**config.mk**
```make
export PLATFORM = sky130hd
export DESIGN_NAME = mdr_mem_ctrl
export DESIGN_NICKNAME = d
export VERILOG_FILES = /design/src/rtl/mdr_mem_ctrl.sv
export SDC_FILE = /design/constraint.sdc
export NUM_CORES = 1
export LEC_CHECK = 0
export ABC_AREA = 1
export CORE_ASPECT_RATIO = 0.5
export CORE_MARGIN = 2
export CORE_UTILIZATION = 40
export DETAILED_ROUTE_END_ITERATION = 8
export PLACE_DENSITY = 0.79
export SYNTH_ARGS = -nofsm -noshare
export SYNTH_HDL_FRONTEND = slang
export SYNTH_SLANG_ARGS = --single-unit
```
**constraint.sdc**
```tcl
create_clock -name clock -period 1.6 [get_ports clock]
set_clock_uncertainty 0.05 [all_clocks]
set_input_delay 0.24 -clock clock [delete_from_list [all_inputs] [get_ports clock]]
set_output_delay 0.24 -clock clock [all_outputs]
set_load 0.01 [all_outputs]
```
**src/rtl/mdr_mem_ctrl.sv**
```systemverilog
// Memory data register with a req/ack transaction controller.
// Handles byte/half/word lane steering, extension and wait timeout.
module mdr_mem_ctrl #(
  parameter int DATA_WIDTH = 32,
  parameter int TIMEOUT    = 15,
  parameter int OFF_W      = $clog2(DATA_WIDTH/8)
) (
  input  logic                    clock,
  input  logic                    clear,
  input  logic [DATA_WIDTH-1:0]   bus_in,
  input  logic                    mdr_in,
  input  logic                    mdr_out,
  output logic [DATA_WIDTH-1:0]   bus_out,
  output logic                    bus_out_en,
  input  logic                    mem_read,
  input  logic                    mem_write,
  input  logic [1:0]              size,
  input  logic                    sign_ext,
  input  logic [OFF_W-1:0]        byte_off,
  output logic                    mem_req,
  output logic                    mem_we,
  output logic [DATA_WIDTH-1:0]   mem_wdata,
  output logic [DATA_WIDTH/8-1:0] mem_be,
  input  logic [DATA_WIDTH-1:0]   mem_rdata,
  input  logic                    mem_ack,
  output logic                    busy,
  output logic                    done,
  output logic                    error
);

  localparam int NB = DATA_WIDTH/8;

  typedef enum logic [1:0] {
    IDLE,
    RD,
    WR
  } state_t;

  state_t state, state_n;

  logic [DATA_WIDTH-1:0] mdr_q, mdr_n;
  logic [7:0]            cnt, cnt_n;
  logic [1:0]            size_q, size_n;
  logic                  sext_q, sext_n;
  logic [OFF_W-1:0]      off_q, off_n;
  logic                  done_q, done_n;
  logic                  error_q, error_n;

  logic                  start_ok;
  logic [NB-1:0]         be_base;
  logic [NB-1:0]         lane_be;
  logic [DATA_WIDTH-1:0] dmask;
  logic [OFF_W+2:0]      shamt;
  logic [DATA_WIDTH-1:0] rsh;
  logic [DATA_WIDTH-1:0] rd_val;
  logic                  sbit;

  always_comb begin
    start_ok = 1'b0;
    unique case (1'b1)
      (size == 2'b00): start_ok = 1'b1;
      (size == 2'b01): start_ok = ~byte_off[0];
      (size == 2'b10): start_ok = (byte_off == '0);
      default:         start_ok = 1'b0;
    endcase
  end

  // Lane geometry follows the latched access, so it is stable while busy.
  always_comb begin
    be_base = '1;
    unique case (1'b1)
      (size_q == 2'b00): be_base = NB'(1);
      (size_q == 2'b01): be_base = NB'(3);
      default:           be_base = '1;
    endcase
  end

  always_comb begin
    dmask = '0;
    for (int b = 0; b < NB; b++) begin
      dmask[8*b +: 8] = {8{be_base[b]}};
    end
  end

  assign shamt   = {off_q, 3'b000};
  assign lane_be = be_base << off_q;
  assign rsh     = mem_rdata >> shamt;

  always_comb begin
    sbit = 1'b0;
    unique case (1'b1)
      (size_q == 2'b00): sbit = rsh[7];
      (size_q == 2'b01): sbit = rsh[15];
      default:           sbit = rsh[DATA_WIDTH-1];
    endcase
  end

  always_comb begin
    rd_val = rsh & dmask;
    if (sext_q && sbit) begin
      rd_val = rd_val | ~dmask;
    end
  end

  always_comb begin
    state_n = state;
    mdr_n   = mdr_q;
    cnt_n   = cnt;
    size_n  = size_q;
    sext_n  = sext_q;
    off_n   = off_q;
    done_n  = 1'b0;
    error_n = 1'b0;
    unique case (state)
      IDLE: begin
        if (mdr_in) begin
          mdr_n = bus_in;
        end
        if (mem_read && mem_write) begin
          error_n = 1'b1;
        end else if (mem_read || mem_write) begin
          if (!start_ok) begin
            error_n = 1'b1;
          end else begin
            state_n = mem_read ? RD : WR;
            size_n  = size;
            sext_n  = sign_ext;
            off_n   = byte_off;
            cnt_n   = '0;
          end
        end
      end
      RD, WR: begin
        // A late ack still wins over the timeout on the same edge.
        if (mem_ack) begin
          state_n = IDLE;
          done_n  = 1'b1;
          if (state == RD) begin
            mdr_n = rd_val;
          end
        end else if (cnt == 8'(TIMEOUT)) begin
          state_n = IDLE;
          error_n = 1'b1;
        end else begin
          cnt_n = cnt + 8'd1;
        end
      end
      default: state_n = IDLE;
    endcase
  end

  always_ff @(posedge clock or posedge clear) begin
    if (clear) begin
      state   <= IDLE;
      mdr_q   <= '0;
      cnt     <= '0;
      size_q  <= '0;
      sext_q  <= 1'b0;
      off_q   <= '0;
      done_q  <= 1'b0;
      error_q <= 1'b0;
    end else begin
      state   <= state_n;
      mdr_q   <= mdr_n;
      cnt     <= cnt_n;
      size_q  <= size_n;
      sext_q  <= sext_n;
      off_q   <= off_n;
      done_q  <= done_n;
      error_q <= error_n;
    end
  end

  assign bus_out    = mdr_q;
  assign bus_out_en = mdr_out;
  assign busy       = (state != IDLE);
  assign mem_req    = (state != IDLE);
  assign mem_we     = (state == WR);
  assign mem_be     = (state == WR) ? lane_be : '0;
  assign mem_wdata  = (mdr_q & dmask) << shamt;
  assign done       = done_q;
  assign error      = error_q;

endmodule

```
; ---- Word-level counts from Yosys, hierarchy flattened
; Index checks and enable logic that the tools add are counted.
; Widths: inputs -> output; s select.
[op_classes]
n_reduce_logical = 14
n_eq_ne = 15
bitwise_logic = 6
muxes = 30
add_sub_neg = 1
shifts = 3
[op_table]
columns = cell, n
row1 = $mux 32, 4
row2 = $and 32x32->32, 2
row3 = $pmux 32 s2, 1
row4 = $mux 8, 5
row5 = $not 32->32, 1
row6 = $or 32x32->32, 1
row7 = $shl 32x5->32, 1
row8 = $shr 32x5->32, 1
row9 = $ne 2x2->1 const B, 8
row10 = $pmux 8 s2, 1
row11 = $mux 2, 6
row12 = $reduce_and 4->1, 3
row13 = $add 8x1->8 const B, 1
row14 = $eq 8x4->1 const B, 1
row15 = $logic_not 2->1, 4
row16 = $pmux 4 s2, 1
row17 = $mux 1, 7
row18 = $eq 2x1->1 const B, 3
row19 = $reduce_and 6->1, 1
row20 = $eq 2x2->1 const B, 2
row21 = $mux 4, 1
row22 = $pmux 1 s2, 2
row23 = $pmux 2 s2, 1
row24 = $reduce_bool 2->1, 2
row25 = 7 further kinds, 9
[totals]
inputBits = 76
reg_bits = 49
word_cells = 77
out_inout_bits = 74

; ---- Longest topological paths before layout
[depth]
depth_word = 8
depth_mapped = 12
ltp_nobuf = 9

; ---- Worst setup path before layout
; No wires, ideal clock.
[synth_timing]
path_type = register to register
startpoint = register state[0]
endpoint = register mdr_q[13] (netlist: bus_out[13])
period_less_slack_ns = 1.767
setup_slack_ns = -0.167
t_arrival_ns = 1.594
stages_incl_launch_ff = 12
required_ns = 1.427
path_buffers = 4
cell_sequence = dfrtp_1 > inv_1 > ha_1 > buf_6 > inv_2 > buf_6 > o21ai_1 > nand3b_4 > buf_6 > buf_4 > nand2_1 > nand2_1
[synth_via]
elab_chain_cells = 4
word_cells_on_any_way = 10
cone_classes = eq/ne (5) / mux (1) / reduce/logical (4)
[synth_lines]
columns = element, line
row1 = "start, declared", 39  ; state_t state, state_n;
row2 = "start signal, assigned", 163  ; state <= state_n;
row3 = $eq 2x2->1 / $eq 2x1->1 (equally long branches), "114, 138"
row4 = $reduce_or 2->1, 114  ; unique case (state)
row5 = $ne 2x2->1 (no source line) / $reduce_bool 2->1 (equally long branches), --
row6 = $reduce_and 4->1 (no source line), --
row7 = "end signal, assigned", 164  ; mdr_q <= mdr_n;
row8 = "end, declared", 41  ; logic [DATA_WIDTH-1:0] mdr_q, mdr_n;
; Several ways; a longest one is shown, not always the timed one.
; A chain may end at the register's enable or synchronous reset.

; ---- Final worst setup path
[layout_timing]
startpoint = register off_q[0]
endpoint = register mdr_q[4] (netlist: bus_out[4])
[layout_via]
elab_chain_cells = 7
word_cells_on_any_way = 9
cone_classes = shift (1) / mux (5) / bitwise (2) / reduce/logical (1)
[layout_lines]
columns = element, line
row1 = "start, declared", 45  ; logic [OFF_W-1:0] off_q, off_n;
row2 = "start signal, assigned", 168  ; off_q <= off_n;
row3 = $shr 32x5->32 (*), 87  ; assign rsh = mem_rdata >> shamt;
row4 = $pmux 1 s2 / $and 32x32->32 (equally long branches), "91, 99"
row5 = $logic_and 1x1->1 / $or 32x32->32 (equally long branches), "100, 101"
row6 = $mux 32 (*), 100  ; if (sext_q && sbit) begin
row7 = $mux 32 (*), 138  ; if (state == RD) begin
row8 = $mux 32 (*), 135  ; if (mem_ack) begin
row9 = $pmux 32 s2 (*), 114
; Mark *: on every way between the ends. The rest lies on a longest branch, timed or not. The select of a mux whose other input is x is not followed.

==> results by group <==
CTS
  – Root Driver: clkbuf_16
  – H-tree depth: 2
  – CTS Hold Bufs: 0
  – CTS tree: yes
  – Clock buffer count from CTS: 5
  – Clk buf depth: 2
  – Worst-path clk slew: 70 ps
  – Sink Count: 49
  – Worst-skew pair later-pin latency: 300 ps

Cells and area
  – Antenna cells: 0
  – Fin cells: 991
  – Share of cells above drive strength 1: 0.424
  – Area of the multi-input gates: 3090 um^2
  – Area occupied by registers: 1230 um^2
  – FILL cells: 482
  – Nets@finish: 936
  – Final instance area: 7650 um^2
  – Area growth syn-to-layout: 98.1%

Pwr
  – Lkg Pwr: 3.63 nW
  – Maximum VDD drop: 1.29 mV
  – PwrDens: 2590 nW/um^2

Yosys
  – FF+latch count, synth: 49
  – Cell variety after synth: 32
  – Mapped Area: 3860 um^2
  – Post-Synthesis Cells: 606
  – Syn nets: 687
  – Number of synthesis warnings: 0
  – Post-synthesis sequential area ratio: 0.318
  – Synthesized area per cell: 6.37 um^2

Timing
  – Max frequency: 490 MHz
  – Pins Over Slew Limit: 0
  – Hold Vio Cnt, Final: 0
  – # setup viols final: 77
  – Unrepaired setup endpoints after global routing: yes
  – Final worst slack: -440 ps
  – Setup TNS: -17,370 ps
  – Worst-margin pin slew: 447 ps
  – Worst slew margin: 0.701
  – Final worst-path cycle share: 1.27
  – Final Critical Period: 2040 ps

Critical path
  – WS Path Type: reg2reg
  – Crit path DAT: 2130 ps
  – CP endpoint kind: register
  – Cells on worst reg2reg path: 7
  – Worst path slowest cell: dfrtp_1
  – Crit path max-delay family: buffers and inverters
  – Worst Path Max Fanout: 13
  – Required time of the critical path: 1690 ps
  – WP buf/inv: 3
  – Worst-path cell chain: clkinv_4 -> bufbuf_16 -> buf_6 -> nand2_1 -> nand2_2 -> o211ai_1 -> a21oi_1
  – CP Launch Type: register
  – Crit path largest cell delay: 440 ps
  – Cell count along the critical path: 7

Route
  – Post-DRT Antenna Nets: 0
  – # DRC: 2
  – DRT iter0 DRCs: 1,280
  – Drt via density: 6.41
  – TritonRoute pass-1 iters: 9
  – Drt total wl: 23.4 mm
  – Avg WL per Cell: 23.6 um
  – Detailed-route via count: 6,349

Floorplanning
  – # rows: 25
  – Die ar.: 10,500 um^2
  – Io pins: 150
  – Initial core utilization: 0.410
  – CORE AREA: 9420 um^2
  – Die X: 143 um
  – Die Ht: 73.5 um

Global routing
  – Global Route Usage Sum: 0.352
  – First-pass GRT wire length: 28.1 mm
  – Vias in the first global route: 5,489
  – Pin count of the biggest net entering global routing: 50
  – Initial antenna violation count: 0
  – Grt ovf: 0

Run status
  – Failing checks: design-rule violations, negative setup slack
  – Status: finished, violations left

Placed design
  – Detailed placer's ending HPWL: 11.3 mm
  – Dpl cells: 932
  – Gpl congestion: 0.947
  – Area post-placement: 6000 um^2
  – PortBufs: 147

Run
  – Max_cap viols: 0

Hold path
  – Hold Crit Class: in2async
metrics by stage:
stage | worst slack (ps) | total power (W) | hold WS (ps) | util
detailed placement | -354 | 0.0125 | 430 | 0.638
finish | -440 | 0.0198 | 303 | 0.812
floorplan | -152 | 0.00754 | 297 | -
CTS | -192 | 0.0161 | 276 | 0.735
global placement | -314 | 0.0123 | 430 | 0.638
global route | -408 | 0.0203 | 327 | 0.812
power by group:
group / switching [W] / leakage, nW / internal, W
Combinational: 0.00910 / 2.95 / 0.00720
Clock: 0.000503 / 0.0706 / 0.000577
Sequential: 0.000615 / 0.602 / 0.00181
path summary, 6_finish.rpt:
kind | slack [ps] | to | start
worst max-delay path | -440 | bus_out[4]$_DFFE_PP0P_ | off_q[0]$_DFFE_PP0P_
worst min-delay path | 300 | cnt[5]$_DFFE_PP0P_ | clear
worst max register to register | -440 | bus_out[4]$_DFFE_PP0P_ | off_q[0]$_DFFE_PP0P_
worst min register to register | 500 | cnt[6]$_DFFE_PP0P_ | cnt[6]$_DFFE_PP0P_
max in group asynchronous | 930 | bus_out[3]$_DFFE_PP0P_ | clear
min in group clock | 430 | bus_out_en | mdr_out
tightest hold or removal path, cell delays in order:
cell and delay [ps]:
clkdlybuf4s50_1 440, inv_2 90, buf_12 280
cell families (layout without fill, tap and decap cells):
family | Yosys count | count (layout) | share of synthesized area
AO/OA/AOI/OAI | 143 | 143 | 0.206
XOR/XNOR | 2 | 2 | 0.00454
adder cells (fa/ha/maj) | 5 | 5 | 0.0162
buffers and inverters | 76 | 323 | 0.101
flip-flops | 49 | 49 | 0.318
AND/OR/NAND/NOR | 331 | 334 | 0.355
layer usage:
layer	up-vias	global-route usage	share of wire	wire (um)
met5	-	0.0287	0	0
met4	0	0.176	0.088	2070
met3	257	0.102	0.14	3290
met2	681	0.574	0.42	9860
met1	2914	0.429	0.35	8200
li1	2497	-	-	-
area by class of cell:
cell class,count,share of cell area
sequential,49,0.161
inverter,30,0.0177
tap,135,0.0221
timing repair buffer,285,0.376
clock inverter,2,0.00131
clock buffer,6,0.0168
multi-input combinational,484,0.404
layout by cell type, fill, tap and decap left out, drive strengths merged, types with 2 or more instances in the layout:
cell and n:
or2 3, xor2 2, o211ai 14, buf 172
o21ai 68, ha 5, nand2 201, dlygate4sd2 14
clkinv 3, nand3b 3, dfrtp 49, dlymetal6s2s 11
clkdlybuf4s50 83, nor3 4, a21oi 44, inv 29
o21a 7, clkbuf 10, nand3 42, a31oi 8
nor2 80
cell usage after synthesis:
library cell | instances | area [um^2]
nand2_2 | 3 | 18.8
clkinv_4 | 1 | 8.76
ha_1 | 5 | 62.6
buf_6 | 7 | 78.8
buf_2 | 17 | 85.1
nand3b_4 | 1 | 20.0
nor2_1 | 80 | 300
inv_2 | 4 | 15.0
nand3_4 | 1 | 17.5
clkbuf_1 | 13 | 48.8
o21bai_1 | 1 | 7.51
nor3_1 | 2 | 10.0
a21oi_1 | 43 | 215
nor3_2 | 2 | 20.0
nand3_1 | 38 | 190
o21ai_1 | 11 | 55.1
xor2_1 | 2 | 17.5
buf_4 | 7 | 52.6
dfrtp_1 | 49 | 1230
buf_1 | 2 | 7.51
nand3_2 | 2 | 20.0
nand4_1 | 1 | 6.26
nand3b_1 | 1 | 7.51
o21ai_0 | 57 | 285
o211ai_1 | 14 | 105
a221oi_1 | 1 | 8.76
a21oi_4 | 1 | 16.3
inv_1 | 25 | 93.8
nand2_1 | 197 | 739
o21a_1 | 7 | 52.6
a31oi_1 | 8 | 50.1
or2_2 | 3 | 18.8
repair_timing:
action,4_1_cts,5_1_grt
setup endpoints to repair,93,100
buffers inserted,26,13
resized for setup,354,145
pin swaps,33,25
cloned,11,6
registers in the layout, summed over array words and instances (netlist names):
signal,count
off_q,2
done,1
sext_q,1
error,1
size_q,2
state,2
cnt,8
bus_out,32
(Power assumes the default switching activity.)
